## src/rtl/delay_mon_pkg.sv

```systemverilog
// Shared types and constants for the delay pulse monitor.
// Used by delay_pulse_monitor and delay_interval_ctr.
package delay_mon_pkg;

   // Lock state of the monitor.
   typedef enum logic [1:0] {
      HUNT   = 2'd0,
      TRACK  = 2'd1,
      LOCKED = 2'd2
   } mon_state_t;

   // Width of the saturating early+late error counter.
   localparam int ERR_CNT_W = 8;

   // Saturating increment for the error counter.
   function automatic logic [ERR_CNT_W-1:0] err_sat_inc(input logic [ERR_CNT_W-1:0] v);
      logic [ERR_CNT_W-1:0] r;
      r = v;
      if (v != {ERR_CNT_W{1'b1}}) begin
         r = v + 1'b1;
      end
      return r;
   endfunction

endpackage

```

## src/rtl/delay_interval_ctr.sv

```systemverilog
// Interval counter for the delay pulse monitor.
// cnt_o counts cycles since the last reference pulse; it reads 0 on the cycle
// after the pulse. The compare outputs classify the interval that a pulse on
// the current cycle would close (I = cnt_o + 1):
//   early_o   : I <  N+1-TOL
//   good_o    : N+1-TOL <= I <= N+1+TOL
//   timeout_o : cnt_o == N+TOL, the last cycle a pulse can still be good
// The counter never runs past N+TOL, so it cannot wrap.
module delay_interval_ctr
   import delay_mon_pkg::*;
#(
   parameter int N     = 10000,
   parameter int CBITS = 14,
   parameter int TOL   = 2
) (
   input  logic             clk,
   input  logic             rst,
   input  logic             clear_i,
   input  logic             hold_i,
   output logic [CBITS-1:0] cnt_o,
   output logic             early_o,
   output logic             good_o,
   output logic             timeout_o
);

   localparam logic [CBITS-1:0] GOOD_MIN_CNT = CBITS'(N - TOL);
   localparam logic [CBITS-1:0] TMO_CNT      = CBITS'(N + TOL);

   logic [CBITS-1:0] cnt_q;
   logic [CBITS-1:0] cnt_d;

   // Next count: hold/clear force zero, otherwise count up and park at the timeout value.
   always_comb begin
      cnt_d = cnt_q;
      if (hold_i || clear_i) begin
         cnt_d = '0;
      end else if (cnt_q != TMO_CNT) begin
         cnt_d = cnt_q + 1'b1;
      end
   end

   // Counter register with synchronous reset.
   always_ff @(posedge clk) begin
      if (rst) begin
         cnt_q <= '0;
      end else begin
         cnt_q <= cnt_d;
      end
   end

   assign cnt_o     = cnt_q;
   assign early_o   = (cnt_q < GOOD_MIN_CNT);
   assign good_o    = (cnt_q >= GOOD_MIN_CNT) && (cnt_q <= TMO_CNT);
   assign timeout_o = (cnt_q == TMO_CNT);

endmodule

```

## src/rtl/delay_pulse_monitor.sv

```systemverilog
// Receive-side checker for the periodic delay pulse. Measures the interval
// between pulses, locks after GOOD_REQ consecutive good intervals and flags
// early and missing (late) pulses. All outputs are registered.
//
// Build option: define DELAY_MON_STICKY_EN to make early_err/late_err sticky
// until reset; otherwise each flag is a one-cycle pulse per event.
//
//   state  | meaning
//   -------+----------------------------------------------------------
//   HUNT   | no reference pulse yet; counter held at 0
//   TRACK  | reference seen, counting good intervals towards lock
//   LOCKED | GOOD_REQ consecutive good intervals seen; period is locked
module delay_pulse_monitor
   import delay_mon_pkg::*;
#(
   parameter int N        = 10000,
   parameter int CBITS    = 14,
   parameter int TOL      = 2,
   parameter int GOOD_REQ = 4
) (
   input  logic                 clk,
   input  logic                 rst,
   input  logic                 pulse_in,
   output logic                 locked,
   output logic                 early_err,
   output logic                 late_err,
   output logic [CBITS-1:0]     last_interval,
   output logic [ERR_CNT_W-1:0] err_cnt
);

   // Wide enough to hold 0..GOOD_REQ.
   localparam int GW = (GOOD_REQ < 1) ? 1 : $clog2(GOOD_REQ + 1);
   localparam logic [GW-1:0] GOOD_REQ_V = GW'(GOOD_REQ);

   mon_state_t state_q, state_d;

   logic [GW-1:0]        good_cnt_q, good_cnt_d;
   logic [GW-1:0]        good_cnt_inc;
   logic [CBITS-1:0]     last_interval_q, last_interval_d;
   logic [ERR_CNT_W-1:0] err_cnt_q, err_cnt_d;
   logic                 locked_q, locked_d;
   logic                 early_err_q, early_err_d;
   logic                 late_err_q, late_err_d;

   logic                 early_ev;
   logic                 late_ev;

   logic [CBITS-1:0]     cnt;
   logic                 ctr_early;
   logic                 ctr_good;
   logic                 ctr_timeout;
   logic                 ctr_clear;
   logic                 ctr_hold;

   // A pulse always starts a new interval; a timeout restarts the count for HUNT.
   assign ctr_hold  = (state_q == HUNT);
   assign ctr_clear = pulse_in || ctr_timeout;

   delay_interval_ctr #(
      .N     (N),
      .CBITS (CBITS),
      .TOL   (TOL)
   ) u_ctr (
      .clk       (clk),
      .rst       (rst),
      .clear_i   (ctr_clear),
      .hold_i    (ctr_hold),
      .cnt_o     (cnt),
      .early_o   (ctr_early),
      .good_o    (ctr_good),
      .timeout_o (ctr_timeout)
   );

   assign good_cnt_inc = (good_cnt_q == GOOD_REQ_V) ? good_cnt_q : good_cnt_q + 1'b1;

   // Next-state, interval capture and error event decode.
   always_comb begin
      state_d         = state_q;
      good_cnt_d      = good_cnt_q;
      last_interval_d = last_interval_q;
      early_ev        = 1'b0;
      late_ev         = 1'b0;

      unique case (state_q)
         HUNT: begin
            if (pulse_in) begin
               state_d    = TRACK;
               good_cnt_d = '0;
            end
         end
         TRACK, LOCKED: begin
            if (pulse_in) begin
               if (ctr_good) begin
                  last_interval_d = cnt + 1'b1;
                  good_cnt_d      = good_cnt_inc;
                  if (good_cnt_inc >= GOOD_REQ_V) begin
                     state_d = LOCKED;
                  end
               end else if (ctr_early) begin
                  // The early pulse becomes the new reference point.
                  early_ev   = 1'b1;
                  good_cnt_d = '0;
                  state_d    = TRACK;
               end
            end else if (ctr_timeout) begin
               late_ev    = 1'b1;
               good_cnt_d = '0;
               state_d    = HUNT;
            end
         end
         default: begin
            state_d    = HUNT;
            good_cnt_d = '0;
         end
      endcase
   end

   // Error counter, lock indication and error flags.
   always_comb begin
      err_cnt_d = err_cnt_q;
      if (early_ev || late_ev) begin
         err_cnt_d = err_sat_inc(err_cnt_q);
      end

      locked_d = (state_d == LOCKED);

`ifdef DELAY_MON_STICKY_EN
      early_err_d = early_err_q || early_ev;
      late_err_d  = late_err_q || late_ev;
`else
      early_err_d = early_ev;
      late_err_d  = late_ev;
`endif
   end

   // State and output registers; reset overrides any pulse or timeout.
   always_ff @(posedge clk) begin
      if (rst) begin
         state_q         <= HUNT;
         good_cnt_q      <= '0;
         last_interval_q <= '0;
         err_cnt_q       <= '0;
         locked_q        <= 1'b0;
         early_err_q     <= 1'b0;
         late_err_q      <= 1'b0;
      end else begin
         state_q         <= state_d;
         good_cnt_q      <= good_cnt_d;
         last_interval_q <= last_interval_d;
         err_cnt_q       <= err_cnt_d;
         locked_q        <= locked_d;
         early_err_q     <= early_err_d;
         late_err_q      <= late_err_d;
      end
   end

   assign locked        = locked_q;
   assign early_err     = early_err_q;
   assign late_err      = late_err_q;
   assign last_interval = last_interval_q;
   assign err_cnt       = err_cnt_q;

endmodule

```

## config.mk

```make
export PLATFORM = sky130hd
export DESIGN_NAME = delay_pulse_monitor
export DESIGN_NICKNAME = d
export VERILOG_FILES = /design/src/rtl/delay_mon_pkg.sv /design/src/rtl/delay_interval_ctr.sv /design/src/rtl/delay_pulse_monitor.sv
export SDC_FILE = /design/constraint.sdc
export NUM_CORES = 1
export LEC_CHECK = 0
export ABC_AREA = 0
export CAP_MARGIN = 20
export CORE_MARGIN = 2
export CORE_UTILIZATION = 45
export CTS_BUF_LIST = sky130_fd_sc_hd__clkbuf_8
export DETAILED_ROUTE_END_ITERATION = 8
export GPL_ROUTABILITY_DRIVEN = 0
export PLACE_DENSITY_LB_ADDON = 0.08
export SYNTH_ARGS = -nofsm -noshare
export SYNTH_HDL_FRONTEND = slang
export SYNTH_SLANG_ARGS = --single-unit
```

## constraint.sdc

```tcl
create_clock -name clk -period 2.5 [get_ports clk]
set_clock_uncertainty 0.1 [all_clocks]
set_input_delay 0.375 -clock clk [delete_from_list [all_inputs] [get_ports clk]]
set_output_delay 0.375 -clock clk [all_outputs]
set_load 0.05 [all_outputs]
```

== After elaboration in Yosys (flattened, before gate mapping) ==
Index checks and enable logic that the tools add are counted.

* Input bits: 3
* Output and inout port bits: 25
* Flip-flop bits (word level): 44

* Magnitude comparators: 4
* Reduce and logical (&&, ||, !) cells: 10
* $add $sub $neg: 3
* Mux-type cells: 21
* Eq/ne operators: 10

{| class="wikitable"
|+ Operators with widths
! kind !! number
|-
| 3-bit 2-to-1 mux || 6
|-
| 14-bit by 1-bit adder with 14-bit output, second input constant || 1
|-
| 14-bit equality test, second input constant || 1
|-
| 14-bit greater-or-equal comparator, second input constant || 1
|-
| 14-bit less-or-equal comparator, second input constant || 1
|-
| 14-bit < comparator, second input constant || 1
|-
| 14-bit inequality test, second input constant || 1
|-
| 2-bit 2-to-1 mux || 6
|-
| 8-bit by 1-bit adder with 8-bit output, second input constant || 1
|-
| 8-bit inequality test, second input constant || 1
|-
| 1-bit 2-to-1 mux || 7
|-
| 3-bit one-hot mux with 2 select lines || 1
|-
| 3-bit AND reduction || 2
|-
| 2-bit equality test, second input constant || 2
|-
| 4-bit inequality test, second input constant || 1
|-
| 2-bit one-hot mux with 2 select lines || 1
|-
| 2-bit OR reduction || 2
|-
| 3-bit by 1-bit adder with 3-bit output, second input constant || 1
|-
| 3-bit equality test, second input constant || 1
|-
| 3-bit greater-or-equal comparator, second input constant || 1
|-
| 1-bit logical OR || 3
|-
| 3-bit inequality test, second input constant || 1
|-
| 2-bit by 1-bit equality test with 1-bit output, second input constant || 1
|-
| 2-bit zero test || 1
|-
| other kinds (3) || 3
|}

== Depth between registers and ports, before layout ==
Gate-level depths: netlist of the first run.

* Word-level depth: 8
* Gate-level depth with buffers: 9
* Gate-level depth less buffers: 8

== Hierarchy ==
Synthesis of the first run repeated with hierarchy kept, for this count alone.

* Cells, all modules: 271
* Area total of the unflattened synthesis: 2446.1 sq um

{| class="wikitable"
|+ Modules (own cells, without submodules)
! module !! area an instance (sq um) !! cells each !! sequential area each (sq um) !! instances
|-
| delay_pulse_monitor || 1674.1 || 178 || 600.6 || 1
|-
| delay_interval_ctr || 772.0 || 93 || 280.3 || 1
|}

== Least setup slack after synthesis of the first run ==
Ideal clock, no wire load.

* Kind: register -> register
* From: reg u_ctr.cnt_q[3] (netlist: u_ctr.cnt_o[3])
* To: reg err_cnt_q[3] (netlist: err_cnt[3])
* Clock period less this slack: 2.757 ns
* Cell stages (with the launch flop): 9
* Path buffers: 2
* Arrival time: 2.533 ns
* Path slack: -0.257 ns
* Cells stage by stage: dfxtp_1 clkbuf_1 or4b_1 or4_1 buf_2 and3_4 o311ai_4 nor3_1 mux2_1

* Longest elaborated chain between the ends: 7

{| class="wikitable"
|+ RTL lines
! element !! line !! text
|-
| start, declared || delay_interval_ctr.sv:29 || <nowiki>logic [CBITS-1:0] cnt_q;</nowiki>
|-
| start signal, assigned || delay_interval_ctr.sv:47 || <nowiki>cnt_q <= cnt_d;</nowiki>
|-
| 14-bit < comparator, or another cell as far along || delay_interval_ctr.sv:52 || <nowiki>assign early_o = (cnt_q < GOOD_MIN_CNT);</nowiki>
|-
| 1-bit 2-to-1 mux or 1-bit logical AND (tied branches) || delay_pulse_monitor.sv:99, delay_interval_ctr.sv:53 ||
|-
| 1-bit 2-to-1 mux || delay_pulse_monitor.sv:93 || <nowiki>if (ctr_good) begin</nowiki>
|-
| 1-bit 2-to-1 mux || delay_pulse_monitor.sv:92 || <nowiki>if (pulse_in) begin</nowiki>
|-
| 1-bit 2-to-1 mux || delay_pulse_monitor.sv:84 || <nowiki>unique case (state_q)</nowiki>
|-
| 1-bit logical OR * || delay_pulse_monitor.sv:121 || <nowiki>if (early_ev || late_ev) begin</nowiki>
|-
| 2-bit AND reduction (no source line) * || -- ||
|-
| end signal, assigned || delay_pulse_monitor.sv:150 || <nowiki>err_cnt_q <= err_cnt_d;</nowiki>
|-
| end, declared || delay_pulse_monitor.sv:40 || <nowiki>logic [ERR_CNT_W-1:0] err_cnt_q, err_cnt_d;</nowiki>
|}

Every way passes the cells marked *; elsewhere a longest branch is shown, timed or not.
A chain may end at the register's enable or synchronous reset.

== Worst setup path in the final report of the first run ==
* From: reg u_ctr.cnt_q[5] (netlist: u_ctr.cnt_o[5])
* To: reg err_cnt_q[5] (netlist: err_cnt[5])

Same word-level chain as after synthesis.

==> results of run 1 <==
-- metrics by stage --
step | power [W] | std cells
after floorplan | 0.000787 | 239
after global placement | 0.000824 | 329
after detailed placement | 0.000825 | 329
after CTS | 0.00131 | 342
after global routing | 0.00135 | 345
final | 0.00130 | 345
-- cell usage in the layout, fill, tap and decap left out, drive strengths merged, types with 5 or more instances in the layout --
| master | n |
|---|---|
| xor2 | 7 |
| o21ai | 6 |
| nand3 | 13 |
| and2 | 9 |
| ha | 7 |
| a211oi | 6 |
| nand2 | 14 |
| xnor2 | 5 |
| mux2 | 5 |
| buf | 31 |
| clkdlybuf4s50 | 27 |
| a21oi | 6 |
| nor2b | 5 |
| nor2 | 43 |
| inv | 10 |
| dfxtp | 44 |
| clkbuf | 6 |
| nor3 | 8 |
| and3 | 6 |
-- report_power, final --
part	leakage (nW)	total (W)	switching, W	internal [W]
Clock	0.0516	0.000474	0.000248	0.000226
Sequential	0.356	0.000712	0.00000628	0.000706
Combinational	0.646	0.000113	0.0000623	0.0000506
-- per-layer routing --
layer	share of wire (%)	vias up	GRT usage, %
li1	-	932	-
met1	49	869	25.3
met2	46	40	28.4
met3	4.5	6	4.92
met4	1.2	0	6.08
met5	0	-	0
-- cell families after synthesis --
logic type / count (synthesis)
AO/OA/AOI/OAI: 34
multiplexers: 7
buffers and inverters: 21
XOR/XNOR: 12
adder cells (fa/ha/maj): 7
AND/OR/NAND/NOR: 114
flip-flops: 44
-- layout make-up --
class | count | share of cell area (%)
timing repair buffer | 58 | 19.8
inverter | 9 | 1.17
multi-input combinational | 174 | 42.7
clock buffer | 6 | 2.87
clock inverter | 2 | 0.478
sequential | 44 | 30.7
tap | 52 | 2.26
-- critical path, cell delays in order, from the launching register on --
cell	delay, ns
dfxtp_2	0.32
or4b_4	0.52
or4_4	0.55
o22ai_4	0.20
o311ai_4	0.14
buf_12	0.17
nor4_2	0.14
mux2_2	0.36
-- worst max-delay path by stage --
stage / cells past startpoint / end
after detailed placement: 6 / err_cnt[4]
after floorplan: 8 / err_cnt[3]
final: 7 / err_cnt[5]
after global routing: 8 / last_interval[0]
after global placement: 6 / err_cnt[3]
after CTS: 7 / err_cnt[4]
-- state kept, by name (all words and copies together) (netlist names) --
register and flops:
state_q 2, late_err 1, locked 1, early_err 1, u_ctr.cnt_o 14, good_cnt_q 3
err_cnt 8, last_interval 14
-- timing repair --
action                                  CTS  global route
pin swaps                                 9            11
hold buffers                              0             0
resized for setup                         8            29
gates cloned                              1             0
setup buffers                             4             3
endpoints found under the setup margin   24            28
==> results.py, run 1 <==
metrics = {
    "worst_setup_path": {
        "end_kind": "flip-flop",
        "arrival_ns": 2.70,
        "reg2reg_slack_ns": -0.11,
        "r2r-start": "u_ctr.cnt_o[5]",
        "start_kind": "flip-flop",
        "setup.worst_path.start": "u_ctr.cnt_o[5]",
        "crit_path_max_fanout": 8,
        "timing_worst_setup_path_type": "reg -> reg",
        "reg2reg_depth": 7,
        "required_ns": 2.59,
        "reg2reg_to": "err_cnt[5]",
    },
    "global_routing": {
        "antenna_found_initial": 0,
        "grt_pass1_vias": 1653,
        "grt_use_total_pct": 18.5,
        "grt_first_pass_wirelength_um": 7510,
        "gr-total-overflow": 0,
        "grt_max_degree": 26,
    },
    "synth": {
        "syn_inst": 239,
        "synth_top_area_share_pct": 42.6,
        "synth_area_um2": 2070,
        "synth-adder-area-share_pct": 4.23,
        "synth_area_leader_cell": "dfxtp_1",
        "yosysWarnings": 0,
        "synth_common_cells": "44 x dfxtp_1, 42 x nor2_1, 14 x nand2_1",
        "syn_avg_cell_area_um2": 8.65,
        "synth_top_family_by_area": "simple AND/OR/NAND/NOR gates",
        "yosys-top-cells-area": "dfxtp_1 43%, nor2_1 7.6%, ha_1 4.2%, nand3_1 3.1%, xor2_1 3.0%",
        "synth_edf_count": 0,
        "synth-simple-area-share_pct": 28.3,
        "ys_ff_latch": 44,
        "syn-num-nets": 249,
        "ys_seq_area_share_pct": 42.6,
        "synth_compound_area_share_pct": 12.1,
        "synthXorXnorAreaFrac_pct": 5.08,
        "async_flop_share_pct": 0,
        "synth.area.mux_share_pct": 3.69,
        "yosys_most_used_dff": "dfxtp_1",
        "synth_most_common_cell": "dfxtp_1",
        "ys_types": 45,
    },
    "timing": {
        "rsz0062_at_grt": "yes",
        "finalCritPeriodShare_pct": 104,
        "tns_ns": -1.38,
        "finalHoldViolations": 0,
        "period_needed_ns": 2.61,
        "hold_ws_ns": 0.362,
        "finalSetupViolCount": 23,
        "slew_headroom_pct": 60.7,
        "setup_slack_ns": -0.105,
        "fmax_mhz": 384,
        "tightest_slew_ns": 0.586,
        "maxSlewViolCount": 0,
    },
    "drt": {
        "finalWirelength_um": 4610,
        "routedWlPerCell_um": 13.4,
        "dr.pass1.iters": 4,
        "drtIter0Drc": 76,
        "detail_route.drc_violations": 0,
        "antenna_left": 0,
        "drt-vias-per-instance": 5.35,
        "vias": 1847,
    },
    "floorplanning": {
        "num_io_pins": 28,
        "coreArea_um2": 4380,
        "die_area_um2": 5150,
        "dieHeight_um": 71.8,
        "initial_core_util_pct": 47.2,
        "row_count": 24,
        "fp.dieW_um": 71.8,
    },
    "power_and_ir_drop": {
        "power_density_nw_per_um2": 451,
        "peakVddDrop_uv": 319,
        "cellLeakagePower_nw": 1.05,
    },
    "hold_path": {
        "min_from": "last_interval[6]",
        "hold_depth": 1,
        "whs_endpoint": "last_interval[6]",
        "hold_path.class": "reg -> reg",
    },
    "clocking": {
        "cts.htree.levels": 2,
        "clockRootBuffer": "clkbuf_8",
        "cts_max_path_buffers": 2,
        "clock_latency_ns": 0.30,
        "numCtsBuffers": 5,
        "clk_pin_slew_ns": 0.08,
        "cts_tree": "done",
        "clock-sinks": 44,
    },
    "placed_design": {
        "io_buffers": 27,
        "pre_cts_ws_ns": -0.251,
        "dpl.hpwl_um": 3210,
        "placed_area_um2": 2570,
    },
    "final_layout": {
        "final.fill_count": 363,
        "final_nets": 302,
        "antennaDiodeCount": 0,
        "finalInstanceArea_um2": 2880,
        "area.growth.synth_to_final_pct": 39.2,
        "ff_latch_area_um2": 883,
        "final_util_pct": 65.7,
        "multiInputGateArea_um2": 1230,
        "layout-drive-gt1-share_pct": 23.5,
    },
    "outcome": {
        "status": "finished with violations",
        "violations": "setup timing",
    },
    "job": {
        "cap_viol_max_count": 0,
    },
}
No activity file was read; power rests on OpenSTA's default activity.
==> run 2: changes to the inputs <==
--- a/config.mk
+++ b/config.mk
@@ -7,12 +7,16 @@
 export LEC_CHECK = 0
 export ABC_AREA = 0
 export CAP_MARGIN = 20
+export CELL_PAD_IN_SITES_DETAIL_PLACEMENT = 1
+export CELL_PAD_IN_SITES_GLOBAL_PLACEMENT = 1
+export CORE_ASPECT_RATIO = 0.7
 export CORE_MARGIN = 2
-export CORE_UTILIZATION = 45
+export CORE_UTILIZATION = 38
 export CTS_BUF_LIST = sky130_fd_sc_hd__clkbuf_8
 export DETAILED_ROUTE_END_ITERATION = 8
 export GPL_ROUTABILITY_DRIVEN = 0
 export PLACE_DENSITY_LB_ADDON = 0.08
+export RECOVER_POWER = 50
 export SYNTH_ARGS = -nofsm -noshare
 export SYNTH_HDL_FRONTEND = slang
 export SYNTH_SLANG_ARGS = --single-unit
==> results.py, run 2 (synthesis gave the netlist of run 1 again) <==
metrics = {
    "worst_setup_path": {
        "crit_path_max_fanout": 6,
        "reg2reg_slack_ns": -0.12,
        "reg2reg_to": "err_cnt[2]",
        "r2r-start": "u_ctr.cnt_o[5]",
        "start_kind": "flip-flop",
        "required_ns": 2.59,
        "reg2reg_depth": 7,
        "end_kind": "flip-flop",
        "timing_worst_setup_path_type": "reg -> reg",
        "arrival_ns": 2.72,
    },
    "timing": {
        "finalCritPeriodShare_pct": 105,
        "finalHoldViolations": 0,
        "rsz0062_at_grt": "yes",
        "fmax_mhz": 381,
        "finalSetupViolCount": 25,
        "setup_slack_ns": -0.122,
        "tightest_slew_ns": 0.564,
        "period_needed_ns": 2.62,
        "maxSlewViolCount": 0,
        "slew_headroom_pct": 62.2,
        "tns_ns": -1.27,
    },
    "final_layout": {
        "area.growth.synth_to_final_pct": 39.8,
        "antennaDiodeCount": 0,
        "final_nets": 304,
        "final_common_cell": "dfxtp_1",
        "final_cell_mix": "42 x dfxtp_1, 35 x nor2_1, 25 x buf_4, 20 x dlygate4sd3_1, 14 x nand2_1",
        "layout-drive-gt1-share_pct": 23.4,
    },
    "clocking": {
        "clock_latency_ns": 0.31,
        "numCtsBuffers": 5,
        "clk_pin_slew_ns": 0.09,
        "cts_max_path_buffers": 2,
        "cts_tree": "done",
        "clockRootBuffer": "clkbuf_8",
        "cts.htree.levels": 2,
        "clock-sinks": 44,
    },
    "global_routing": {
        "grt_max_degree": 15,
        "antenna_found_initial": 0,
        "gr-total-overflow": 0,
        "grt_pass1_vias": 1852,
        "grt_first_pass_wirelength_um": 9490,
        "grt_use_total_pct": 20.3,
    },
    "hold_path": {
        "min_from": "last_interval[11]",
        "hold_depth": 1,
        "whs_endpoint": "last_interval[11]",
        "hold_path.class": "reg -> reg",
    },
    "power_and_ir_drop": {
        "power_density_nw_per_um2": 485,
        "cellLeakagePower_nw": 1.12,
        "peakVddDrop_uv": 252,
        "power_w": 0.00140,
    },
    "job": {
        "cap_viol_max_count": 0,
    },
    "floorplanning": {
        "die_area_um2": 6060,
        "dieHeight_um": 65.7,
        "fp.dieW_um": 92.2,
        "num_io_pins": 28,
        "row_count": 22,
        "coreArea_um2": 5260,
        "initial_core_util_pct": 39.3,
    },
    "drt": {
        "antenna_left": 0,
        "detail_route.drc_violations": 0,
        "vias": 1878,
        "drt-vias-per-instance": 5.12,
        "drtIter0Drc": 72,
        "dr.pass1.iters": 4,
        "routedWlPerCell_um": 15.7,
        "finalWirelength_um": 5780,
    },
    "outcome": {
        "violations": "setup timing",
        "status": "finished with violations",
    },
    "placed_design": {
        "dpl.hpwl_um": 3920,
        "io_buffers": 27,
    },
}
==> run 2: power breakdown <==
group	switching, W	internal [W]
Combinational	0.0000622	0.0000405
Clock	0.000260	0.000327
Sequential	0.00000659	0.000706
Total	0.000329	0.00107
==> run 2: how the worst max path moves through the flow <==
| stage | start | end | slack [ns] | depth (start not counted) |
|---|---|---|---|---|
| floorplan | u_ctr.cnt_o[5] | err_cnt[3] | -0.15 | 8 |
| detailed placement | u_ctr.cnt_o[0] | err_cnt[5] | -0.25 | 6 |
| finish | u_ctr.cnt_o[5] | err_cnt[2] | -0.12 | 7 |
| CTS | u_ctr.cnt_o[2] | err_cnt[2] | -0.15 | 7 |
| global route | u_ctr.cnt_o[5] | err_cnt[2] | -0.20 | 7 |
| global placement | u_ctr.cnt_o[0] | err_cnt[3] | -0.20 | 6 |
==> run 2: through the flow <==
stage	hold slack, ns	instances	util, %	setup WS (ns)	instance area (um2)
floorplan	0.351	239	-	-0.152	2110
global placement	0.342	350	49.2	-0.202	2590
detailed placement	0.350	350	49.2	-0.248	2590
CTS	0.376	366	53.5	-0.148	2820
global route	0.376	367	55.0	-0.196	2890
finish	0.366	367	55.0	-0.122	2890
==> run 2: area by class of cell <==
class                      count  area, um2
inverter                       9       33.8
multi-input combinational    174       1210
clock buffer                   6       82.6
clock inverter                 2       38.8
tap                           72       90.1
fill                         626       2370
timing repair buffer          60        549
sequential                    44        883
==> run 2: critical path, stage by stage, from the launching register on <==
cell and delay (ns):
dfxtp_2 0.32, or4b_1 0.51, or4_4 0.56, and3_4 0.22
o311ai_4 0.24, buf_6 0.19, nor3b_2 0.05, mux2_1 0.32
==> run 2: layer usage <==
layer / vias to the layer above / part of all wire, % / GRT usage [%]
met1: 900 / 53 / 30.2
li1: 940 / - / -
met3: 7 / 2.9 / 4.24
met4: 0 / 1.5 / 7.28
met5: - / 0 / 0
met2: 31 / 42 / 28.7
==> run 2: repair_timing <==
action | CTS | global route
buffers inserted | 7 | 2
gates cloned | 1 | 0
resized for setup | 7 | 26
endpoints found under the setup margin | 20 | 27
hold buffers | 0 | 0
pin swaps | 5 | 15
==> edit 1, RTL diff (settings of run 1) <==
The output `locked` loses its register stage (`locked_q` becomes a continuous assignment).
--- a/src/rtl/delay_pulse_monitor.sv
+++ b/src/rtl/delay_pulse_monitor.sv
@@ -141,5 +141,4 @@
          last_interval_q <= '0;
          err_cnt_q       <= '0;
-         locked_q        <= 1'b0;
          early_err_q     <= 1'b0;
          late_err_q      <= 1'b0;
@@ -149,9 +148,10 @@
          last_interval_q <= last_interval_d;
          err_cnt_q       <= err_cnt_d;
-         locked_q        <= locked_d;
          early_err_q     <= early_err_d;
          late_err_q      <= late_err_d;
       end
    end
+
+   assign locked_q = locked_d;
 
    assign locked        = locked_q;
Check against the original RTL: same outputs for any inputs over 10 cycles, from zero or initial values and one cycle with rst high; that may be too few to reach the edited logic, so the function may still have changed.
==> edit 1 against run 1 <==
  * The flow still finishes with violations (negative setup slack)
  * Fmax decreased by 3.3%
  * Area after synthesis increased by 2.2%
  * Highest routed layer unchanged
  * Routed wire length increased by 5.0%
  * Power decreased by 3.7%
  * Largest power group unchanged
  * Sequential cell count decreased by 1
  * Combinational power decreased by 15%
  * Setup slack got worse by 0.088 ns
  * Count of clock-buffer cells in the layout decreased by 1
  * Final area decreased by 3.5%
  * Critical path type is now flop to output pin
==> edit 1: results (changes against run 1) <==
| Metric | Value |
|---|---|
| Leakage power | 1.05 nW (-0.21%) |
| Max IR drop VDD | 0.000319 V (+0.12%) |
| Post-layout util | 62.5% (-3.2 points) |
| Run status | complete, but fails checks |
| Final WS setup | -0.193 ns (-0.0877 ns) |
| Number of inserted filler cells in the final layout | 413 (+14%) |
| Total instance count after detailed placement | 334 (+1.5%) |
| Number of global-route vias before repair | 1697 (+2.7%) |
| Synth top cells by count | sky130_fd_sc_hd__dfxtp_1, sky130_fd_sc_hd__nor2_1, sky130_fd_sc_hd__nand2_1 |
| Worst reg2reg path depth | 5 (-2) |
| Placed Area | 2620 um^2 (+2.2%) |
| Slew headroom | 63.8% (+3.1 points) |
| Total global-route track usage | 19.5% (+1.0 points) |
| Maximum fanout along the worst path | 2 (-6) |
| Power spent charging and discharging nets | 0.322 mW (+1.7%) |
| Delay of the slowest cell on the worst path | 0.46 ns (-0.09 ns) |
| Ratio of routed vias to standard cells | 5.50 (+2.8%) |
| Number of search-and-repair iterations in the first detailed-routing pass | 5 (+1) |
| Clock network power | 0.461 mW (-3%) |
| Wire length of the first global-routing pass | 8.05 mm (+7.3%) |
| Sequential Power | 0.694 mW (-3%) |
| Setup tns final | -0.193 ns (+1.19 ns) |
| Initial drt markers | 100 (+32%) |
| Synth cell types | 54 (+20%) |
| Leading post-synthesis cells by cell area | sky130_fd_sc_hd__dfxtp_1, sky130_fd_sc_hd__nor2_1, sky130_fd_sc_hd__ha_1 |
| # nets final | 300 (-0.66%) |
| Final Hold Slack | 0.363 ns (+0.00154 ns) |
| Half-perimeter wire length after placement | 3.46 mm (+8.0%) |
| Proportion of synthesized chip area in sequential cells | 40.7% (-1.9 points) |
| Pin count of the biggest net entering global routing | 34 (+31%) |
| Arrival time at the worst endpoint | 2.22 ns (-0.48 ns) |
| Setup violation total in the final timing report | 1 (-96%) |
| Final std cells w/o fill | 343 (-0.58%) |
| Last element of the critical path | locked |
| Share of cells above drive strength 1 | 23.7% (+0.16 points) |
| WL/cell | 14.1 um (+5.6%) |
| Failing checks | negative setup slack |
| RR Endpoint | err_cnt[0] |
| Reg2reg setup slack | 0.17 ns (+0.28 ns) |
| Source of the worst register-to-register timing path | u_ctr.cnt_o[0] |
## edit 1: stage by stage
step | setup WS [ns] | power, mW
after floorplan | -0.224 | 0.765
after global placement | 0.0893 | 0.797
after detailed placement | 0.0621 | 0.798
after CTS | -0.202 | 1.27
after global routing | -0.264 | 1.31
final | -0.193 | 1.25
## edit 1: per-layer routing
metal	vias up	routed length, um	GRT usage, %
li1	949	-	-
met4	0	54	5.56
met1	899	2360	27.0
met5	-	0	0
met3	6	186	4.17
met2	33	2240	30.6
## edit 1: timing repair
action,in CTS,in global routing
setup buffers,1,0
gates resized for setup,7,4
hold endpoints to repair,0,0
pin swaps,3,1
endpoints found under the setup margin,1,6
## edit 1: layout make-up
cell class / instances / area, um^2 / share of cell area [%]
multi-input cells: 176 / 1230 / 44.4
flip-flops and latches: 43 / 863 / 31.1
repair buffers: 55 / 490 / 17.7
clock buffers: 5 / 68.8 / 2.48
well taps: 52 / 65.1 / 2.34
inverters: 9 / 33.8 / 1.22
clock inverters: 3 / 23.8 / 0.856
## edit 1: worst reg2reg max path, delay by kind of cell, from the launching register on
| family | cells | cell delay [ns] |
|---|---|---|
| AOI/OAI and AO/OA | 1 | 0.26 |
| DFF | 1 | 0.33 |
| muxes | 1 | 0.35 |
| and+or+nand+nor | 3 | 1.19 |
## edit 1: cells by family (layout without fill, tap and decap cells)
kind of cell | count (synthesis) | count (layout) | synth area share, %
AO/OA/AOI/OAI | 41 | 41 | 13.8
AND/OR/NAND/NOR | 110 | 110 | 28.5
multiplexers | 8 | 8 | 4.14
flip-flops | 43 | 43 | 40.7
buffers and inverters | 20 | 72 | 4.50
adder cells (fa/ha/maj) | 7 | 7 | 4.14
XOR/XNOR | 10 | 10 | 4.14
==> edit 2, RTL diff (flow settings as in run 1) <==
Without the edit above. Build with the macro `DELAY_MON_STICKY_EN` defined.
--- a/src/rtl/delay_pulse_monitor.sv
+++ b/src/rtl/delay_pulse_monitor.sv
@@ -11,4 +11,6 @@
 //   TRACK  | reference seen, counting good intervals towards lock
 //   LOCKED | GOOD_REQ consecutive good intervals seen; period is locked
+`define DELAY_MON_STICKY_EN
+
 module delay_pulse_monitor
    import delay_mon_pkg::*;
Function: changed (a bounded check fails within 4 cycles, from zero or initial values and one cycle with rst high).
==> edit 2 against run 1 <==
  * Sequential power about the same
  * Final area decreased by 16%
  * Sequential cell count unchanged
  * Routed wire length decreased by 17%
  * Via count decreased by 14%
  * Area after synthesis decreased by 3.3%
  * Setup slack improved by 0.31 ns
  * Sequential share of layout area increased by 5.6 points
  * Power decreased by 4.6%
  * Utilization decreased by 9.5 points
==> edit 2: results (changes against run 1) <==
| Metric | Value |
|---|---|
| Met1 Wirelength | 1.90 mm (-15%) |
| Post-CTS resize count | 0 (-8) |
| Number of global-route vias before repair | 1575 (-4.7%) |
| CP max stage cell | sky130_fd_sc_hd__dfxtp_1 |
| Total instance count after detailed placement | 300 (-8.8%) |
| Post-Syn Nets | 234 (-6.0%) |
| Run status | finished clean |
| Share of cells above drive strength 1 | 8.59% (-15 points) |
| Leakage power | 0.889 nW (-16%) |
| Initial drt markers | 72 (-5.3%) |
| Proportion of synthesized chip area in sequential cells | 44.1% (+1.5 points) |
| Routed length on met3 | 191 um (-6.8%) |
| Half-perimeter wire length after placement | 2.70 mm (-16%) |
| Slew headroom | 65.7% (+5.0 points) |
| WL/cell | 12.4 um (-7.3%) |
| Max IR drop VDD | 0.000300 V (-5.9%) |
| Family with the most delay on the worst path | simple AND/OR/NAND/NOR gates |
| Met2 wire length | 1.64 mm (-23%) |
| Class of the worst hold path | flop to flop |
| Synth cell types | 41 (-8.9%) |
| Synthesized area per cell | 8.93 um^2 (+3.1%) |
| Pre-CTS WS | 0.147 ns (+0.398 ns) |
| Maximum fanout along the worst path | 13 (+5) |
| Delay of the slowest cell on the worst path | 0.46 ns (-0.09 ns) |
| Pin count of the biggest net entering global routing | 25 (-3.8%) |
| Total global-route track usage | 17.1% (-1.4 points) |
| Source of the worst register-to-register timing path | u_ctr.cnt_o[4] |
| Ratio of routed vias to standard cells | 5.15 (-3.9%) |
| Final std cells w/o fill | 308 (-11%) |
| Synth top cells by count | sky130_fd_sc_hd__nor2_1, sky130_fd_sc_hd__dfxtp_1, sky130_fd_sc_hd__xor2_1 |
| DR top layer | met4 |
| Placed Area | 2330 um^2 (-9.2%) |
| Clk_lat worst skew | 0.30 ns (about the same) |
| Number of buffers inserted to repair setup after CTS | 0 (-4) |
| # nets final | 265 (-12%) |
| Wire length of the first global-routing pass | 6.89 mm (-8.3%) |
| H-tree Lvls | 2 (unchanged) |
| Startpoint of the worst hold path | last_interval[5] |
| Post-synth top flop | sky130_fd_sc_hd__dfxtp_1 |
| Leading post-synthesis cells by cell area | sky130_fd_sc_hd__dfxtp_1, sky130_fd_sc_hd__nor2_1, sky130_fd_sc_hd__xor2_1 |
## edit 2: final cells by class
cell class                      count  area, um^2
Inverter                            8        30.0
Multi-Input combinational cell    162        1040
Clock inverter                      2        7.51
Fill cell                         415        1900
Clock buffer                        6        82.6
Sequential cell                    44         881
Timing Repair Buffer               34         323
Tap cell                           52        65.1
## edit 2: through the flow
stage / util (%) / power (mW)
detailed placement: 53.9 / 0.801
global placement: 53.9 / 0.801
finish: 56.1 / 1.24
floorplan: - / 0.781
CTS: 56.0 / 1.26
global route: 56.1 / 1.29
## edit 2: layer usage
| layer | GRT usage [%] | up-vias |
|---|---|---|
| met4 | 7.55 | 0 |
| li1 | - | 829 |
| met3 | 5.13 | 9 |
| met1 | 22.4 | 716 |
| met2 | 26.2 | 31 |
| met5 | 0 | - |
## edit 2: worst paths after layout
path | slack, ns | end | depth (start not counted)
worst max-delay path | 0.20 | last_interval[0] | 7
worst min-delay path | 0.36 | last_interval[5] | 1
worst max register to register | 0.20 | last_interval[0] | 7
worst min register to register | 0.36 | last_interval[5] | 1
## edit 2: cell families (layout without fill, tap and decap cells)
logic type	after synthesis	count (layout)	share of synthesized area, %
AO/OA/AOI/OAI	31	31	12.1
XOR/XNOR	19	19	8.32
adder cells (fa/ha/maj)	7	7	4.38
buffers and inverters	18	50	4.32
flip-flops	44	44	44.1
multiplexers	4	4	2.00
AND/OR/NAND/NOR	101	101	24.8
## edit 2: power breakdown
group          switching (mW)  internal [mW]  total (mW)
Clock                   0.238          0.217       0.455
Combinational          0.0443         0.0269      0.0712
Sequential            0.00617          0.707       0.713
Total                   0.288          0.951        1.24
